==> src/rtl/llc_req_dispatcher_pkg.sv <==
// Shared LLC request definitions: command codes, request payload and
// command classification helpers used by the dispatcher front-end.
package cache_define;

    localparam int unsigned ADDR_W   = 32;
    localparam int unsigned CMD_W    = 5;
    localparam int unsigned OFFSET_W = 6;
    localparam int unsigned INDEX_W  = 2;
    localparam int unsigned TAG_W    = ADDR_W - INDEX_W - OFFSET_W;

    typedef enum logic [CMD_W-1:0] {
        READ     = 5'd0,
        WRITE    = 5'd1,
        IFETCH   = 5'd2,
        SNP_INV  = 5'd3,
        SNP_RD   = 5'd4,
        SNP_WR   = 5'd5,
        SNP_RWIM = 5'd6,
        CLEAR    = 5'd8,
        PRINT    = 5'd9
    } cmd_e;

    typedef enum logic {
        RUN  = 1'b0,
        HOLD = 1'b1
    } disp_state_e;

    typedef struct packed {
        logic [CMD_W-1:0]    cmd;
        logic [TAG_W-1:0]    tag;
        logic [INDEX_W-1:0]  index;
        logic [OFFSET_W-1:0] offset;
    } req_t;

    function automatic logic is_snoop(input logic [CMD_W-1:0] cmd);
        return (cmd == SNP_INV) || (cmd == SNP_RD) || (cmd == SNP_WR) || (cmd == SNP_RWIM);
    endfunction

    function automatic logic is_barrier(input logic [CMD_W-1:0] cmd);
        return (cmd == CLEAR) || (cmd == PRINT);
    endfunction

    function automatic logic is_legal(input logic [CMD_W-1:0] cmd);
        return (cmd == READ) || (cmd == WRITE) || (cmd == IFETCH)
            || is_snoop(cmd) || is_barrier(cmd);
    endfunction

endpackage

==> src/rtl/llc_req_dispatcher_fifo.sv <==
// Show-ahead in-order FIFO of req_t entries; head entry is visible
// combinationally while count is non-zero. Storage carries no reset.
module llc_req_fifo
    import cache_define::*;
#(
    parameter int unsigned DEPTH = 8
) (
    input  logic                       clk,
    input  logic                       rst,
    input  logic                       push,
    input  req_t                       wdata,
    input  logic                       pop,
    output req_t                       rdata_c,
    output logic                       full_c,
    output logic                       empty_c,
    output logic [$clog2(DEPTH):0]     count
);

    localparam int unsigned PTR_W = $clog2(DEPTH);
    localparam int unsigned OCC_W = PTR_W + 1;

    req_t             mem [DEPTH];
    logic [PTR_W-1:0] wr_ptr;
    logic [PTR_W-1:0] rd_ptr;
    logic             do_push;
    logic             do_pop;

    assign full_c  = (count == OCC_W'(DEPTH));
    assign empty_c = (count == '0);
    assign do_push = push && !full_c;
    assign do_pop  = pop && !empty_c;
    assign rdata_c = mem[rd_ptr];

    always_ff @(posedge clk) begin
        if (do_push) begin
            mem[wr_ptr] <= wdata;
        end
    end

    // Power-of-two depth lets the pointers wrap by plain overflow.
    always_ff @(posedge clk or posedge rst) begin
        if (rst) begin
            wr_ptr <= '0;
            rd_ptr <= '0;
            count  <= '0;
        end else begin
            if (do_push) begin
                wr_ptr <= wr_ptr + PTR_W'(1);
            end
            if (do_pop) begin
                rd_ptr <= rd_ptr + PTR_W'(1);
            end
            case ({do_push, do_pop})
                2'b10:   count <= count + OCC_W'(1);
                2'b01:   count <= count - OCC_W'(1);
                default: count <= count;
            endcase
        end
    end

endmodule

==> src/rtl/llc_req_dispatcher.sv <==
// LLC request front-end: filters illegal commands, queues legal requests in
// order and serialises barrier commands behind all earlier traffic.
module llc_req_dispatcher #(
    parameter int unsigned DEPTH    = 8,
    parameter int unsigned ADDR_W   = 32,
    parameter int unsigned OFFSET_W = 6,
    parameter int unsigned INDEX_W  = 2,
    parameter int unsigned CMD_W    = 5,
    parameter int unsigned CNT_W    = 16
) (
    input  logic                           clk,
    input  logic                           rst,
    input  logic                           in_valid,
    output logic                           in_ready,
    input  logic [ADDR_W-1:0]              in_addr,
    input  logic [CMD_W-1:0]               in_cmd,
    output logic                           out_valid,
    input  logic                           out_ready,
    output logic [CMD_W-1:0]               out_cmd,
    output logic [ADDR_W-INDEX_W-OFFSET_W-1:0] out_tag,
    output logic [INDEX_W-1:0]             out_index,
    output logic [OFFSET_W-1:0]            out_offset,
    output logic                           out_is_snoop,
    output logic                           out_is_barrier,
    output logic [$clog2(DEPTH):0]         occupancy,
    output logic [CNT_W-1:0]               req_cnt,
    output logic [CNT_W-1:0]               illegal_cnt
);

    import cache_define::*;

    disp_state_e state;
    req_t        in_req;
    req_t        head;
    logic        fifo_full;
    logic        fifo_empty;
    logic        accept;
    logic        cmd_legal;
    logic        push;
    logic        pop;

    // Ready depends only on registered state, never on in_valid/out_ready.
    assign in_ready  = (state == RUN) && !fifo_full;
    assign accept    = in_valid && in_ready;
    assign cmd_legal = is_legal(in_cmd);
    assign push      = accept && cmd_legal;
    assign out_valid = !fifo_empty;
    assign pop       = out_valid && out_ready;

    assign in_req.cmd    = in_cmd;
    assign in_req.tag    = in_addr[ADDR_W-1:INDEX_W+OFFSET_W];
    assign in_req.index  = in_addr[INDEX_W+OFFSET_W-1:OFFSET_W];
    assign in_req.offset = in_addr[OFFSET_W-1:0];

    llc_req_fifo #(
        .DEPTH (DEPTH)
    ) u_fifo (
        .clk     (clk),
        .rst     (rst),
        .push    (push),
        .wdata   (in_req),
        .pop     (pop),
        .rdata_c (head),
        .full_c  (fifo_full),
        .empty_c (fifo_empty),
        .count   (occupancy)
    );

    assign out_cmd        = head.cmd;
    assign out_tag        = head.tag;
    assign out_index      = head.index;
    assign out_offset     = head.offset;
    // Flags are qualified so an empty FIFO never advertises stale contents.
    assign out_is_snoop   = out_valid && is_snoop(head.cmd);
    assign out_is_barrier = out_valid && is_barrier(head.cmd);

    // Barrier FSM plus saturating statistics.
    always_ff @(posedge clk or posedge rst) begin
        if (rst) begin
            state       <= RUN;
            req_cnt     <= '0;
            illegal_cnt <= '0;
        end else begin
            case (state)
                RUN: begin
                    if (push && is_barrier(in_cmd)) begin
                        state <= HOLD;
                    end
                end
                HOLD: begin
                    if (pop && out_is_barrier) begin
                        state <= RUN;
                    end
                end
                default: state <= RUN;
            endcase
            if (pop && (req_cnt != '1)) begin
                req_cnt <= req_cnt + CNT_W'(1);
            end
            if (accept && !cmd_legal && (illegal_cnt != '1)) begin
                illegal_cnt <= illegal_cnt + CNT_W'(1);
            end
        end
    end

endmodule

==> config.mk <==
export PLATFORM = sky130hd
export DESIGN_NAME = llc_req_dispatcher
export DESIGN_NICKNAME = d
export VERILOG_FILES = /design/src/rtl/llc_req_dispatcher_pkg.sv /design/src/rtl/llc_req_dispatcher_fifo.sv /design/src/rtl/llc_req_dispatcher.sv
export SDC_FILE = /design/constraint.sdc
export NUM_CORES = 1
export LEC_CHECK = 0
export CORE_MARGIN = 4
export CORE_UTILIZATION = 57
export DETAILED_ROUTE_END_ITERATION = 8
export PLACE_DENSITY_LB_ADDON = 0.05
export SYNTH_ARGS = -nofsm -noshare
export SYNTH_HDL_FRONTEND = slang
export SYNTH_SLANG_ARGS = --single-unit
==> constraint.sdc <==
create_clock -name clk -period 5.5 [get_ports clk]
set_clock_uncertainty 0.05 [all_clocks]
set_input_delay 1.375 -clock clk [delete_from_list [all_inputs] [get_ports clk]]
set_output_delay 1.375 -clock clk [all_outputs]
set_load 0.05 [all_outputs]
# --- After elaboration in Yosys (flattened, before gate mapping) ---
# Memory sizes are Yosys's and may differ from the RTL's.
# Cells that the tools add are included.
totals:
  inputBits: 41
  ram_bits: 296
  register_bits: 43
  n_memories: 1
  word_cells: 70
  out_inout_bits: 77
classes:
  n_eq_ne: 19
  bitwise: 1
  reduce_logical: 31
  n_mux: 6
  addsub: 6
memory_table:
  columns: ["name", "depth", "width", "rd", "rd_clocked_by_memory_dff", "wr", "line", "text"]
  rows:
  - ["u_fifo.mem", 8, 37, 1, 0, 1, "llc_req_dispatcher_fifo.sv:22", "req_t mem [DEPTH];"]
op_table:
  columns: ["operator", "n"]
  rows:
  - ["$add A16 B1 Y16 const B", 2]
  - ["$ne A16 B16 Y1 const B", 2]
  - ["$eq A5 B3 Y1 const B", 6]
  - ["$eq A5 B4 Y1 const B", 4]
  - ["$eq A5 B2 Y1 const B", 3]
  - ["$logic_and A1 B1 Y1", 13]
  - ["$logic_or A1 B1 Y1", 12]
  - ["$pmux W4 S2", 1]
  - ["$add A3 B1 Y3 const B", 2]
  - ["$eq A5 B1 Y1 const B", 1]
  - ["$logic_not A5 Y1", 1]
  - ["$add A4 B1 Y4 const B", 1]
  - ["$eq A4 B4 Y1 const B", 1]
  - ["$logic_not A4 Y1", 1]
  - ["$mux W1", 4]
  - ["$sub A4 B1 Y4 const B", 1]
  - ["$logic_not A1 Y1", 3]
  - ["$eq A2 B1 Y1 const B", 1]
  - ["$eq A2 B2 Y1 const B", 1]
  - ["$pmux W1 S2", 1]
  - ["$reduce_bool A2 Y1", 1]
  - ["$not A1 Y1", 1]

# --- Logic depth before layout (Yosys ltp) ---
# Gate-level depths: netlist of the first run.
depth:
  depth_word: 10
  mapped_depth: 12
  depth_no_buf: 11

# --- Cells and area by module ---
# A second synthesis of the first run with hierarchy kept.
unflattened:
  hier_cells: 659
  area_unflattened_um2: 13431.6
modules_own_cells:
  columns: ["module", "cells_per_inst", "n_inst", "area_per_inst_um2", "seq_area_each_um2"]
  rows:
  - ["llc_req_fifo", 495, 1, 11750.0, 9138.8]
  - ["llc_req_dispatcher", 164, 1, 1681.6, 825.8]

# --- Least setup slack after synthesis of the first run ---
# No wires, ideal clock.
synth_path:
  kind: "input-to-reg"
  from: "input in_cmd[4]"
  to: "memory u_fifo.mem[0][0] (netlist bit), enable pin"
  arrival_ns: 4.776
  stages: 4
  required_ns: 4.973
  setup_slack_ns: 0.196
  path_cell_list: "a2111oi_1 > and2b_1 > nand2b_1 > nor3_1"
synth_between:
  elab_chain_len: 10
  elab_cells_between_ends: 21
synth_rtl:
  columns: ["item", "line", "text"]
  rows:
  - ["start: declaration", "llc_req_dispatcher.sv:16", "input logic [CMD_W-1:0] in_cmd,"]
  - ["$eq A5 B2 Y1 or $eq A5 B3 Y1 (tied branches)", "llc_req_dispatcher_pkg.sv:36", "return (cmd == SNP_INV) || (cmd == SNP_RD) || (cmd == SNP_WR) || (cmd == SNP_RWIM);"]
  - ["$logic_or A1 B1 Y1 (3 in series)", "llc_req_dispatcher_pkg.sv:36", null]
  - ["$logic_or A1 B1 Y1", "llc_req_dispatcher_pkg.sv:45", "|| is_snoop(cmd) || is_barrier(cmd);"]
  - ["$logic_or A1 B1 Y1 *", "llc_req_dispatcher_pkg.sv:45", null]
  - ["$logic_and A1 B1 Y1 *", "llc_req_dispatcher.sv:46", "assign push = accept && cmd_legal;"]
  - ["$logic_and A1 B1 Y1 *", "llc_req_dispatcher_fifo.sv:30", "assign do_push = push && !full_c;"]
  - ["$mux W1 *", "llc_req_dispatcher_fifo.sv:35", "if (do_push) begin"]
  - ["$mux W1 (not written as such) *", "llc_req_dispatcher_fifo.sv:36", "mem[wr_ptr] <= wdata;"]
  - ["end: declaration", "llc_req_dispatcher_fifo.sv:22", null]
# Mark *: on every way between the ends. The rest lies on a longest branch, timed or not.

# --- Final worst setup path of the first run ---
layout_path:
  from: "register u_fifo.rd_ptr[1]"
  to: "output out_is_snoop"
layout_between:
  elab_chain_len: 6
  elab_cells_between_ends: 9
layout_rtl:
  columns: ["item", "line", "text"]
  rows:
  - ["start: declaration", "llc_req_dispatcher_fifo.sv:24", "logic [PTR_W-1:0] rd_ptr;"]
  - ["start signal: assignment", "llc_req_dispatcher_fifo.sv:51", "rd_ptr <= rd_ptr + PTR_W'(1);"]
  - ["$mem_v2 Z8 W37 *", null, null]
  - ["$eq A5 B2 Y1 or $eq A5 B3 Y1 (tied branches)", "llc_req_dispatcher_pkg.sv:36", null]
  - ["$logic_or A1 B1 Y1 (2 in series)", "llc_req_dispatcher_pkg.sv:36", null]
  - ["$logic_or A1 B1 Y1 *", "llc_req_dispatcher_pkg.sv:36", null]
  - ["$logic_and A1 B1 Y1 *", "llc_req_dispatcher.sv:74", "assign out_is_snoop = out_valid && is_snoop(head.cmd);"]
  - ["end: declaration", "llc_req_dispatcher.sv:23", "output logic out_is_snoop,"]
# Marks and branches as above.

==> flow_summary.ini, run 1 <==
[floorplanning]
row_count = 55
die_x_um = 161.2
core_area_mm2 = 0.02285
initial_core_util = 0.5852
die_area_mm2 = 0.02597
die_h_um = 161.2
ios = 118

[detailed_routing]
dr.pass1.iters = 4
routed_via_density = 5.806
drc = 0
dr.first_iter.drc_count = 503
finalWirelength_mm = 25.54
ant_nets = 0
wl_per_cell_um = 22.28
num_vias = 6654

[yosys]
async_flop_share = 0.1268
syn-num-nets = 713
synth_edf_count = 296
synth_seq_cells = 339
synth_top_cell_area_share = 0.6649
ys_seq_area_frac = 0.7453
synth_top_area_cell = edfxtp_1
synth_area_leaders = edfxtp_1 (66%), mux4_2 (12%), dfrtp_1 (8.0%)
synth_warnings = 0
synth.distinct_cells = 40
syn_area_mm2 = 0.01337
syn_area_per_cell_um2 = 20.10
postSynthCellCount = 665
ys.flop_type = edfxtp_1

[worst_setup_path]
cp-end-kind = output pin
crit_required_ps = 4070
worstPathArrival_ps = 3570
slowest_stage = dfrtp_4
critPathMaxFanout = 50
startpoint_type = register
slowest_delay_ps = 920
worstSetupPathType = register to output pin
crit_chain = mux4_2 -> mux2_2 -> nand2_1 -> xor2_1 -> nor3_1 -> clkdlybuf4s50_1

[cells_and_area]
nNetsFinal = 855
final_cell_area_mm2 = 0.01602
final-seq-area_mm2 = 0.009973
fill_cells = 1459
areaGrowthSynthToFinish_pct = 19.80
drive_gt1_frac = 0.2257
num_antenna_cells = 0
multiInputGateArea_mm2 = 0.003296

[timing]
rsz0062_at_grt = no
fin_tns_setup_ps = 0
maxSlewViolCount = 0
setup_viol = 0
period_share = 0.9090
worst_slew_pin_slew_ps = 751.3
period_minus_slack_ps = 4999
slew_headroom = 0.4936
final-hold-violation-count = 0
fmax_mhz = 200.0

[power_and_ir_drop]
leakagePower_nw = 5.324
netSwitchingFraction = 0.3497
peakVddDrop_mv = 0.4288
p_per_area_mw_per_mm2 = 526.0
sequentialPowerShare = 0.387
internal-power_mw = 5.479
clockPowerShare = 0.254
switchingPower_mw = 2.946
pwr-share-comb = 0.359

[placement]
place_area_mm2 = 0.01499
dp_hpwl_mm = 14.59
numPortBuffers = 117
place_congestion = 0.8172

[cts]
cts_tree = yes
htree_levels = 2
clock-sinks = 339
max-clock-path-buffers = 3
path_clk_slew_ps = 60
post_cts_buffers = 0
cts_root_buf = clkbuf_16
cts_hold_buffers = 0
cts_resized = 0
numCtsBuffers = 35
clk_latency_ps = 510

[global_route]
antenna_found_initial = 0
grt_pass1_vias = 7146
overflow = 0
grt_max_degree = 51
grtUsageTotal = 0.2029
grt_pass1_wl_mm = 40.85

[run]
drv_cap = 0

[outcome]
status = finished, final reports clean

[hold_path]
min_path_type = register to register
## state kept, by name, indices dropped and copies added (netlist names)
register / count
state: 1
u_fifo.mem: 296
u_fifo.count: 4
u_fifo.wr_ptr: 3
illegal_cnt: 16
u_fifo.rd_ptr: 3
req_cnt: 16
## worst max-delay path, delay by kind of cell, from the launching register on
| kind | cells | cell delay [ps] |
|---|---|---|
| and+or+nand+nor | 2 | 320 |
| buffers and inverters | 1 | 870 |
| DFF | 1 | 920 |
| xor gates and xnor gates | 1 | 60 |
| muxes | 2 | 880 |
## power by group through the flow
stage | logic (mW) | registers [mW] | clock network [mW]
after global placement | 3.03 | 3.30 | 0
after floorplan | 2.18 | 3.30 | 0
final | 3.03 | 3.26 | 2.14
after detailed placement | 3.05 | 3.31 | 0
after global routing | 3.19 | 3.30 | 2.31
after CTS | 3.07 | 3.26 | 2.18
## stage by stage
step           power, mW  hold WS, ps  worst slack (ps)  utilization  instances
5_1_grt            8.797        488.9             347.4       0.7010       1146
2_1_floorplan      5.484        436.8             196.4            -        665
3_3_place_gp       6.323        430.4              1032       0.6560       1083
3_5_place_dp       6.369        434.6             983.9       0.6560       1083
6_report           8.424        447.3             500.5       0.7010       1146
4_1_cts            8.514        450.4             431.0       0.7010       1146
## cells by family after synthesis
group           Yosys count  share of synthesized area
fa+ha+maj                 7                   0.006551
compound gates           15                   0.008330
xor+xnor                 34                    0.02227
buf+inv                  35                    0.01226
simple gates            117                    0.04530
mux                     118                     0.1599
flops                   339                     0.7453
## cell usage after synthesis (6+ instances only)
master	n
and3_1	6
edfxtp_1	296
nor2_1	20
xor2_1	11
mux4_2	72
ha_1	7
buf_2	11
nand4_1	16
nor3_1	7
dfrtp_1	43
inv_1	8
clkbuf_1	8
xnor2_1	23
nand3_1	17
nand2b_1	7
mux2_2	41
nand2_1	27
## metal layers
| metal | share of wire | vias to the layer above | global-route usage |
|---|---|---|---|
| li1 | - | 2960 | - |
| met1 | 0.43 | 3463 | 0.2876 |
| met2 | 0.50 | 197 | 0.3333 |
| met3 | 0.054 | 34 | 0.03776 |
| met4 | 0.017 | 0 | 0.05235 |
| met5 | 0 | - | 0 |
## cell usage in the layout (no fill, tap or decap), types with 7 or more instances in the layout
cell type	instances
edfxtp_1	296
mux4_2	72
nor2_1	14
nand4_1	16
nand2b_1	7
xor2_1	11
clkdlybuf4s50_1	117
clkbuf_1	12
nand3_1	17
dfrtp_1	40
mux2_2	41
nand2_1	27
ha_1	7
buf_4	14
inv_1	7
xnor2_1	23
clkbuf_16	35
clkinv_1	7
## area by class of cell
| cell class | count | share of cell area |
|---|---|---|
| Timing Repair Buffer | 132 | 0.08093 |
| Inverter | 8 | 0.001875 |
| Tap cell | 313 | 0.02445 |
| Clock inverter | 16 | 0.006796 |
| Clock buffer | 47 | 0.05750 |
| Multi-Input combinational cell | 291 | 0.2058 |
| Sequential cell | 339 | 0.6227 |
## worst paths after layout
check,start,endpoint,slack [ps],depth (start not counted)
max,u_fifo.rd_ptr[1],out_is_snoop,500,6
min,illegal_cnt[5],illegal_cnt[5],450,1
min reg2reg,illegal_cnt[5],illegal_cnt[5],450,1
max reg2reg,u_fifo.count[1],u_fifo.mem[5][35],2400,6
min in group asynchronous,rst,illegal_cnt[0],1270,3
max in group asynchronous,rst,u_fifo.rd_ptr[0],3690,3
Power figures use the tool's default switching activity.
==> run 2, diff against run 1 <==
CORE_ASPECT_RATIO = 1.2   (was default)
==> flow_summary.ini, run 2 (synthesis gave the netlist of run 1 again) <==
[outcome]
status = finished, final reports clean

[worst_setup_path]
slowest_delay_ps = 840
critPathMaxFanout = 30
crit_required_ps = 4070
reg2regPathDepth = 11
worstSetupPathType = register to output pin
cp-end-kind = output pin
worstPathArrival_ps = 3510
slowest_stage = dfrtp_4
startpoint_type = register
crit_chain = buf_4 -> mux4_2 -> mux2_2 -> clkdlybuf4s50_1

[power_and_ir_drop]
total_power_mw = 8.587
p_per_area_mw_per_mm2 = 531.8
leakagePower_nw = 5.384
peakVddDrop_mv = 0.3800

[hold_path]
hold_depth = 1
min_path_type = register to register

[cells_and_area]
top_register = u_fifo.mem
areaGrowthSynthToFinish_pct = 20.78
nNetsFinal = 855
drive_gt1_frac = 0.2317
final_common_cell = edfxtp_1
largest_register_ffs = 296
top_regs = u_fifo.mem: 296 flops, illegal_cnt: 16 flops, req_cnt: 16 flops
final_cell_mix = edfxtp_1 (296), clkdlybuf4s50_1 (117), mux4_2 (72)
num_antenna_cells = 0

[cts]
post_cts_buffers = 0
cts_tree = yes
max-clock-path-buffers = 3
path_clk_slew_ps = 60
htree_levels = 2
cts_hold_buffers = 0
cts_resized = 0
clock-sinks = 339
numCtsBuffers = 34
clk_latency_ps = 500
cts_root_buf = clkbuf_16

[run]
drv_cap = 0

[detailed_routing]
dr.first_iter.drc_count = 345
finalWirelength_mm = 26.14
dr.pass1.iters = 4
routed_via_density = 5.825
num_vias = 6687
ant_nets = 0
drc = 0
wl_per_cell_um = 22.77

[global_route]
overflow = 0
grt_pass1_wl_mm = 41.21
grt_pass1_vias = 7259
antenna_found_initial = 0
grtUsageTotal = 0.2074
grt_max_degree = 44

[floorplanning]
die_x_um = 147.8
initial_core_util = 0.5781
row_count = 61
die_area_mm2 = 0.02598
core_area_mm2 = 0.02313
die_h_um = 175.8
ios = 118

[timing]
slew_headroom = 0.4575
final-hold-violation-count = 0
worst_slew_pin_slew_ps = 805.0
fmax_mhz = 202.5
period_minus_slack_ps = 4937
fin_tns_setup_ps = 0
rsz0062_at_grt = no
setup_viol = 0
maxSlewViolCount = 0
period_share = 0.8977

[placement]
numPortBuffers = 117
dp_hpwl_mm = 15.10
place_congestion = 0.7898
[run 2: cell types whose count changed in the layout (fill, tap and decap cells not counted), sizes merged]
cell and change:
clkinvlp +1, clkbuf -3, clkinv +1, bufinv +2
inv -2, buf +1
[run 2: stage by stage]
stage | setup WS, ps | instance area (um^2) | instances | util | hold WS [ps]
2_1_floorplan | 196.4 | 13370 | 665 | - | 436.8
6_report | 562.8 | 16150 | 1148 | 0.6982 | 446.9
5_1_grt | 325.8 | 16150 | 1148 | 0.6982 | 459.9
3_5_place_dp | 1012 | 15030 | 1086 | 0.6501 | 434.4
4_1_cts | 459.2 | 16150 | 1148 | 0.6982 | 446.3
3_3_place_gp | 1043 | 15030 | 1086 | 0.6501 | 426.9
[run 2: final timing paths]
path / start / to / slack (ps)
setup / recovery: u_fifo.rd_ptr[0] / out_tag[17] / 560
hold / removal: req_cnt[11] / req_cnt[11] / 450
setup reg to reg: u_fifo.count[1] / u_fifo.count[2] / 2520
hold reg to reg: req_cnt[11] / req_cnt[11] / 450
max in group asynchronous: rst / u_fifo.rd_ptr[0] / 3710
min in group asynchronous: rst / req_cnt[1] / 1270
[run 2: report_power, final]
part | internal (mW) | switching (mW)
registers | 2.96 | 0.301
clock network | 1.36 | 0.914
logic | 1.31 | 1.75
total | 5.63 | 2.96
[run 2: cell type report]
type                    count  area [um^2]
well taps                 315        394.1
repair buffers            133         1341
multi-input cells         291         3296
fillers                  1497         6979
clock inverters            18        160.2
inverters                   8        30.03
clock buffers              44        952.2
flip-flops and latches    339         9973
[run 2: routing by layer]
layer,vias up,part of all wire,wire (um),track usage
met5,-,0,0,0
met4,0,0.014,374,0.04740
met3,34,0.050,1317,0.04181
met1,3508,0.41,10690,0.2744
li1,2969,-,-,-
met2,176,0.53,13760,0.3604
[run 2: worst max-delay path, delay by kind of cell, from the launching register on]
kind                   cells  cell delay, ps
multiplexers               2             880
flip-flops                 1             840
buffers and inverters      2            1290
==> run 3, diff against run 2 <==
CORE_UTILIZATION = 63   (was 57)
DONT_BUFFER_PORTS = 1   (was default)
==> flow_summary.ini, run 3 (synthesis gave the netlist of run 1 again) <==
[timing]
rsz0062_at_grt = no
fin_tns_setup_ps = 0
slew_headroom = 0.2411
worst_slew_pin_slew_ps = 1138
setup_viol = 0
period_share = 0.7801
fmax_mhz = 233.1
maxSlewViolCount = 0
period_minus_slack_ps = 4291
final-hold-violation-count = 0

[run]
drv_cap = 0

[worst_setup_path]
slowest_stage = dfrtp_4
crit_required_ps = 4070
worstSetupPathType = register to output pin
startpoint_type = register
worstPathArrival_ps = 2870
cp_top_family = multiplexers
cp-end-kind = output pin
crit_chain = buf_4 -> mux4_2 -> mux2_2
slowest_delay_ps = 690
critPathMaxFanout = 34
crit_buf_inv = 1

[global_route]
antenna_found_initial = 0
grt_pass1_vias = 6609
grtUsageMet1 = 0.2764
grtUsageTotal = 0.2145
use_met3 = 0.06084
busiest_layer = met2
use_met2 = 0.3656
grt_max_degree = 63
grt_pass1_wl_mm = 38.55
overflow = 0

[floorplanning]
ios = 118
die_area_mm2 = 0.02362
die_h_um = 167.6
initial_core_util = 0.6397
die_x_um = 141.0
core_area_mm2 = 0.02090
row_count = 58

[detailed_routing]
dr.first_iter.drc_count = 484
dr.pass1.iters = 5
routed_via_density = 6.290
wl_per_cell_um = 25.05
num_vias = 6189
finalWirelength_mm = 24.65
drc = 0
ant_nets = 0

[power_and_ir_drop]
leakagePower_nw = 4.901
total_power_mw = 7.956
p_per_area_mw_per_mm2 = 535.9
peakVddDrop_mv = 0.4726

[cts]
htree_levels = 2
cts_hold_buffers = 0
path_clk_slew_ps = 60
cts_root_buf = clkbuf_16
cts_tree = yes
clk_latency_ps = 500
cts_resized = 0
numCtsBuffers = 34
post_cts_buffers = 0
clock-sinks = 339
max-clock-path-buffers = 3

[cells_and_area]
largest_register_ffs = 296
areaGrowthSynthToFinish_pct = 11.05
top_register = u_fifo.mem
fill_cells = 1277
final_cell_area_mm2 = 0.01485
top_regs = u_fifo.mem: 296 flops, illegal_cnt: 16 flops, req_cnt: 16 flops
drive_gt1_frac = 0.2731
num_antenna_cells = 0
final_common_cell = edfxtp_1
nNetsFinal = 738
final_cell_mix = edfxtp_1 (296), mux4_2 (72), mux2_2 (41)

[hold_path]
min_path_type = register to register

[placement]
dp_hpwl_mm = 14.52
place_congestion = 0.7730
place_area_mm2 = 0.01379
numPortBuffers = 0

[outcome]
status = finished, final reports clean
run 3: cell count changes in the layout (fill, tap and decap cells not counted), moves of 2 or more:
cell             previous run  this run
clkdlybuf4s50_1           117         0
inv_6                       0         2
clkbuf_16                  37        35
clkbuf_1                    7         4
buf_12                      4         2
buf_4                      12        14
run 3: per-layer routing:
| metal | up-vias | share of wire |
|---|---|---|
| li1 | 2723 | - |
| met1 | 3236 | 0.38 |
| met2 | 194 | 0.53 |
| met3 | 36 | 0.070 |
| met4 | 0 | 0.018 |
| met5 | - | 0 |
run 3: cell type report:
type	instances	area (um^2)	share of cell area
inverter	8	30.03	0.002023
tap	270	337.8	0.02275
clock inverter	20	155.1	0.01045
sequential	339	9973	0.6718
timing repair buffer	16	145.1	0.009776
multi-input combinational	291	3301	0.2223
clock buffer	40	904.6	0.06093
run 3: power breakdown:
part / leakage, nW / total (mW) / internal (mW) / switching (mW)
clock: 0.522 / 2.18 / 1.27 / 0.906
combinational: 1.17 / 2.37 / 0.849 / 1.52
sequential: 3.21 / 3.41 / 2.95 / 0.455
total: 4.90 / 7.96 / 5.07 / 2.88
run 3: path summary, 6_finish.rpt:
kind / to / start / slack [ps] / cells after the start
setup / recovery: out_tag[3] / u_fifo.rd_ptr[0] / 1210 / 3
hold / removal: u_fifo.wr_ptr[0] / u_fifo.wr_ptr[0] / 500 / 2
setup reg to reg: u_fifo.mem[5][11] / u_fifo.count[1] / 1970 / 6
hold reg to reg: u_fifo.wr_ptr[0] / u_fifo.wr_ptr[0] / 500 / 2
max in group asynchronous: u_fifo.rd_ptr[0] / rst / 4150 / 2
min in group asynchronous: req_cnt[2] / rst / 840 / 2
run 3: metrics by stage:
stage,std cells,setup WS [ps],utilization,hold slack [ps]
floorplan,665,196.4,-,436.8
global placement,924,1683,0.6597,459.7
detailed placement,924,1636,0.6597,486.7
CTS,984,1097,0.7104,499.5
global route,984,999.3,0.7104,523.4
finish,984,1210,0.7104,497.6
run 3: tightest hold or removal path: cells and delay by family, from the launching register on:
| family | cells | cell delay [ps] |
|---|---|---|
| simple gates | 2 | 130 |
| flops | 1 | 380 |
